[config.mk]
export PLATFORM = sky130hd
export DESIGN_NAME = name_streamer
export DESIGN_NICKNAME = d
export VERILOG_FILES = /design/src/rtl/ndn_fib_pkg.sv /design/src/rtl/name_streamer.sv
export SDC_FILE = /design/constraint.sdc
export NUM_CORES = 1
export LEC_CHECK = 0
export BUFFER_PORTS_ARGS = -buffer_cell sky130_fd_sc_hd__buf_2
export CAP_MARGIN = 20
export CORE_AREA = 2 2 158 160
export DETAILED_ROUTE_END_ITERATION = 10
export DIE_AREA = 0 0 160 162
export GPL_ROUTABILITY_DRIVEN = 0
export HOLD_SLACK_MARGIN = 0.02
export PLACE_DENSITY_LB_ADDON = 0.1
export SLEW_MARGIN = 20
export SYNTH_ARGS = -nofsm -noshare
export SYNTH_HDL_FRONTEND = slang
export SYNTH_SLANG_ARGS = --single-unit
[constraint.sdc]
create_clock -name clk_in -period 7.6 [get_ports clk_in]
set_clock_uncertainty 0.15 [all_clocks]
set_input_delay 0.38 -clock clk_in [delete_from_list [all_inputs] [get_ports clk_in]]
set_output_delay 0.38 -clock clk_in [all_outputs]
set_load 0.02 [all_outputs]
[src/rtl/ndn_fib_pkg.sv]
`default_nettype none
// ============================================================================
// Module      : ndn_fib_pkg
// Description : Shared defaults and FSM state encoding for the name streamer.
// Revision    : 1.0 - initial release
// ============================================================================
package ndn_fib_pkg;

    localparam int c_WORD_SIZE       = 32;
    localparam int c_MAX_NAME_LENGTH = 8;
    localparam int c_LEN_W           = 4;

    typedef enum logic [1:0] {
        ST_IDLE   = 2'd0,
        ST_STREAM = 2'd1,
        ST_PAD    = 2'd2
    } stream_state_t;

endpackage
`default_nettype wire

[src/rtl/name_streamer.sv]
`default_nettype none
// ============================================================================
// Module      : name_streamer
// Description : Accepts a whole name (up to MAX_NAME_LENGTH components) and
//               emits it one component per unstalled cycle into the lookup
//               pipeline. Optional macro NAME_STREAMER_PAD_EN pads every name
//               with zero beats up to MAX_NAME_LENGTH beats.
// Revision    : 1.0 - initial release
// ============================================================================
module name_streamer
    import ndn_fib_pkg::*;
#(
    parameter int WORD_SIZE       = c_WORD_SIZE,
    parameter int MAX_NAME_LENGTH = c_MAX_NAME_LENGTH,
    parameter int LEN_W           = c_LEN_W
) (
    input  logic                                 clk_in,
    input  logic                                 rst_in,
    input  logic                                 name_valid_in,
    output logic                                 name_ready_out,
    input  logic [MAX_NAME_LENGTH*WORD_SIZE-1:0] name_words_in,
    input  logic [LEN_W-1:0]                     name_len_in,
    input  logic                                 stall_in,
    output logic [WORD_SIZE-1:0]                 name_component_out,
    output logic                                 component_valid_out,
    output logic [LEN_W-1:0]                     component_index_out,
    output logic                                 last_out,
    output logic                                 busy_out
);

    localparam logic [LEN_W-1:0] c_MAX_LEN  = LEN_W'(MAX_NAME_LENGTH);
    localparam logic [LEN_W-1:0] c_LAST_IDX = LEN_W'(MAX_NAME_LENGTH - 1);

    stream_state_t        r_state;
    stream_state_t        w_state_nxt;
    logic [LEN_W-1:0]     r_index;
    logic [LEN_W-1:0]     w_index_nxt;
    logic [LEN_W-1:0]     r_len;
    logic [LEN_W-1:0]     w_len_clamped;
    logic [WORD_SIZE-1:0] r_buf [MAX_NAME_LENGTH];
    logic [WORD_SIZE-1:0] w_word;
    logic                 w_load;
    logic                 w_stream_end;
    logic                 w_final;

    // Oversized lengths are treated as a full-length name
    always_comb begin
        w_len_clamped = (name_len_in > c_MAX_LEN) ? c_MAX_LEN : name_len_in;
    end

    // Decode whether the beat currently presented is the last one of the name
    always_comb begin
        w_stream_end = (r_index == (r_len - LEN_W'(1)));
        w_final      = 1'b0;
        case (r_state)
`ifdef NAME_STREAMER_PAD_EN
            ST_STREAM: w_final = w_stream_end && (r_len == c_MAX_LEN);
            ST_PAD:    w_final = (r_index == c_LAST_IDX);
`else
            ST_STREAM: w_final = w_stream_end;
`endif
            default:   w_final = 1'b0;
        endcase
    end

    // State, beat index and name buffer registers
    always_ff @(posedge clk_in) begin
        if (rst_in) begin
            r_state <= ST_IDLE;
            r_index <= '0;
            r_len   <= '0;
            for (int k = 0; k < MAX_NAME_LENGTH; k++) begin
                r_buf[k] <= '0;
            end
        end else begin
            r_state <= w_state_nxt;
            r_index <= w_index_nxt;
            if (w_load) begin
                r_len <= w_len_clamped;
                // component k lives in slot MAX_NAME_LENGTH-1-k of the flat bus
                for (int k = 0; k < MAX_NAME_LENGTH; k++) begin
                    r_buf[k] <= name_words_in[(MAX_NAME_LENGTH-1-k)*WORD_SIZE +: WORD_SIZE];
                end
            end
        end
    end

    // Next-state logic; a stall freezes everything, acceptance overrides the rest
    always_comb begin
        w_state_nxt = r_state;
        w_index_nxt = r_index;
        w_load      = 1'b0;
        if (!stall_in) begin
            case (r_state)
                ST_STREAM: begin
                    if (!w_stream_end) begin
                        w_index_nxt = r_index + LEN_W'(1);
                    end else begin
`ifdef NAME_STREAMER_PAD_EN
                        if (r_len != c_MAX_LEN) begin
                            w_state_nxt = ST_PAD;
                            w_index_nxt = r_index + LEN_W'(1);
                        end else begin
                            w_state_nxt = ST_IDLE;
                        end
`else
                        w_state_nxt = ST_IDLE;
`endif
                    end
                end
`ifdef NAME_STREAMER_PAD_EN
                ST_PAD: begin
                    if (r_index != c_LAST_IDX) begin
                        w_index_nxt = r_index + LEN_W'(1);
                    end else begin
                        w_state_nxt = ST_IDLE;
                    end
                end
`endif
                default: w_state_nxt = ST_IDLE;
            endcase

            if (name_valid_in && name_ready_out) begin
                w_load      = 1'b1;
                w_index_nxt = '0;
                if (w_len_clamped != '0) begin
                    w_state_nxt = ST_STREAM;
                end else begin
`ifdef NAME_STREAMER_PAD_EN
                    w_state_nxt = ST_PAD;
`else
                    w_state_nxt = ST_IDLE;
`endif
                end
            end
        end
    end

    // Select the buffered component addressed by the beat index
    always_comb begin
        w_word = '0;
        for (int k = 0; k < MAX_NAME_LENGTH; k++) begin
            if (r_index == LEN_W'(k)) begin
                w_word = r_buf[k];
            end
        end
    end

    // Output decode; everything reads zero outside a valid beat
    always_comb begin
        name_ready_out      = !rst_in && !stall_in && ((r_state == ST_IDLE) || w_final);
        component_valid_out = 1'b0;
        name_component_out  = '0;
        component_index_out = '0;
        last_out            = 1'b0;
        busy_out            = 1'b0;
        case (r_state)
            ST_STREAM: begin
                component_valid_out = 1'b1;
                name_component_out  = w_word;
                component_index_out = r_index;
                last_out            = w_final;
                busy_out            = 1'b1;
            end
`ifdef NAME_STREAMER_PAD_EN
            ST_PAD: begin
                component_valid_out = 1'b1;
                component_index_out = r_index;
                last_out            = w_final;
                busy_out            = 1'b1;
            end
`endif
            default: begin
                component_valid_out = 1'b0;
            end
        endcase
    end

endmodule
`default_nettype wire
==> metrics.csv <==
metric;value;unit
synth_edf_count;256;
cts-buffers-inserted;28;
yosysUniqueCellTypes;48;
switching_power;0.000788;W
clock.fmax;221;MHz
period_minus_slack;4520;ps
setup_violations;0;
layout_common_cells;buf_2 (303), edfxtp_1 (256), dlygate4sd3_1 (242);
post-dp-hpwl;21.9;mm
cp.arrival;3990;ps
run_status;completed;
dieArea;0.0259;mm²
vias;11100;
syn-instance-count;1136;
fin_tns_setup;0;ps
cts_resized;0;
clk_latency;540;ps
ioPinCount;304;
core_area;0.0241;mm²
synth_area;0.0129;mm²
maxCapViolCount;0;
ys_seq_area_share;60.8;%
grt_max_degree;162;
layout_commonest_cell;buf_2;
route.detailed.drc;0;
drtAntennaViolNets;0;
clkTransAtPathRegs;60;ps
cp-end-kind;output port;
antenna_found_initial;1;
cts_tree;yes;
slew_violations;0;
grt_pass1_wl;58.7;mm
htree_levels;1;
chipHeight;162;µm
total_power;0.00346;W
clkPwrFrac;38.3;%
timing_worst_slew_pin_value;1130;ps
final_nets;1878;
track_usage;29.3;%
rows;57;
synthFlopType;edfxtp_1;
async_reset_ff_share;0;%
ys_seq_elements;265;
synth_fp_nets;1405;
routedWlPerCell;20.1;µm
overflow;0;
drtIter0Drc;1135;
ctsRootBufferMaster;clkbuf_16;
grt_pass1_vias;10900;
utilization;74.1;%
dr.pass1.iters;5;
fill_cells;1618;
criticalPathCategory;flop to output port;
p_sw_share;22.8;%
cts_sinks;265;
synth_warnings;0;
port_buffers;303;
max-slew-margin-rel;24.2;%
clk_path_buf_depth;3;
vias_per_cell;5.66;
multi_input_area;0.00448;mm²
power_density;194;mW/mm²
final.hold.worst_slack;28.7;ps
rsz0062_at_grt;false;
cp-start-kind;flop;
hp-class;input port to flop;
syn_to_final_growth;38.0;%
period_share;59.5;%
p_leak;7.65;nW
finalHoldViolCount;0;
crit_fanout;67;
wirelength;39.3;mm
intPower;0.00267;W
seq_area;0.00787;mm²
comb_power_share;11.9;%
critPathRequiredTime;7070;ps
die_w;160;µm
avgSynthCellArea;11.4;µm²
layout-drive-gt1-share;23.0;%
initial_core_util;53.7;%
pwr-share-seq;49.8;%
vdd_drop_max;0.130;mV
-- kinds of logic after synthesis --
family | count (synthesis) | synth area share, %
AO/OA/AOI/OAI | 308 | 14.6
XOR/XNOR | 6 | 0.464
adder cells (fa/ha/maj) | 5 | 0.483
buffers and inverters | 155 | 4.93
flip-flops | 265 | 60.8
multiplexers | 1 | 0.0774
AND/OR/NAND/NOR | 396 | 18.7
-- path summary, 6_finish.rpt --
path	start	to	slack (ps)	cells past startpoint
max	r_index[0]	name_component_out[2]	3080	8
min	name_words_in[59]	r_buf[1][91]	30	2
max reg2reg	r_len[0]	r_buf[0][124]	3920	8
min reg2reg	r_len[3]	r_len[3]	370	2
-- power by group through the flow --
stage          clock [W]  sequential, W  combinational (W)
6_report         0.00132        0.00172           0.000412
5_1_grt          0.00139        0.00173           0.000440
4_1_cts          0.00134        0.00172           0.000402
3_5_place_dp           0        0.00175           0.000306
3_3_place_gp           0        0.00175           0.000301
2_1_floorplan          0        0.00176           0.000169
-- state kept, by name, indices dropped and copies added, names as in the netlist --
name,count
r_buf,256
r_index,4
r_state,1
r_len,4
-- routing by layer --
layer | track usage, % | vias to the layer above | part of all wire, % | routed length [µm]
li1 | - | 5192 | - | -
met4 | 13.1 | 0 | 4.5 | 1750
met2 | 52.1 | 524 | 51 | 19900
met3 | 3.78 | 103 | 6.1 | 2410
met1 | 36.0 | 5245 | 39 | 15200
met5 | 0 | - | 0 | 0
-- cell usage after synthesis, types with 2 or more instances --
library cell	number	area, µm²
nor2b_1	93	582
dfxtp_1	9	180
a2bb2oi_1	5	43.8
nand4b_1	4	35.0
nand2b_1	4	25.0
buf_6	3	33.8
and2_1	6	37.5
ha_1	5	62.6
xor2_1	2	17.5
a21oi_1	109	546
edfxtp_1	256	7690
a31oi_1	32	200
inv_1	38	143
and3_1	192	1200
nand3_1	2	10.0
o2bb2ai_1	27	236
or2_2	2	12.5
o22ai_1	5	31.3
nor3b_1	3	22.5
nand2_1	36	135
buf_2	16	80.1
nor2_1	12	45.0
clkbuf_1	88	330
clkbuf_2	8	40.0
o21ai_0	86	430
o31ai_1	2	15.0
nor3_1	7	35.0
a221o_1	27	270
nand3b_1	29	218
xnor2_1	3	26.3
o21ai_1	8	40.0
-- critical path, cell delays in order (launching register included) --
cell     delay [ps]
dfxtp_1         520
ha_2            230
buf_4           650
nand2_1         900
a21oi_1         400
a221o_1         180
o21ai_0         130
a31oi_1         230
buf_2           200
-- area by class of cell --
type	count	area share, %
timing repair buffer	560	22.8
clock inverter	11	0.518
inverter	38	0.798
antenna	1	0.0140
sequential	265	44.1
clock buffer	40	4.51
multi-input combinational	716	25.1
tap	324	2.27
-- repair_timing --
item                                   CTS  global route
setup buffers                            0             0
endpoints found under the hold margin  241             1
hold buffers                           241             1
-- metrics by stage --
stage / cells / area [µm²] / setup slack, ps
after floorplan: 1136 / 12900 / 2120
after global placement: 1661 / 14500 / 3850
after detailed placement: 1661 / 14500 / 3730
after CTS: 1953 / 17800 / 3140
after global routing: 1955 / 17900 / 2830
final: 1955 / 17900 / 3080
Power figures use the tool's default switching activity.
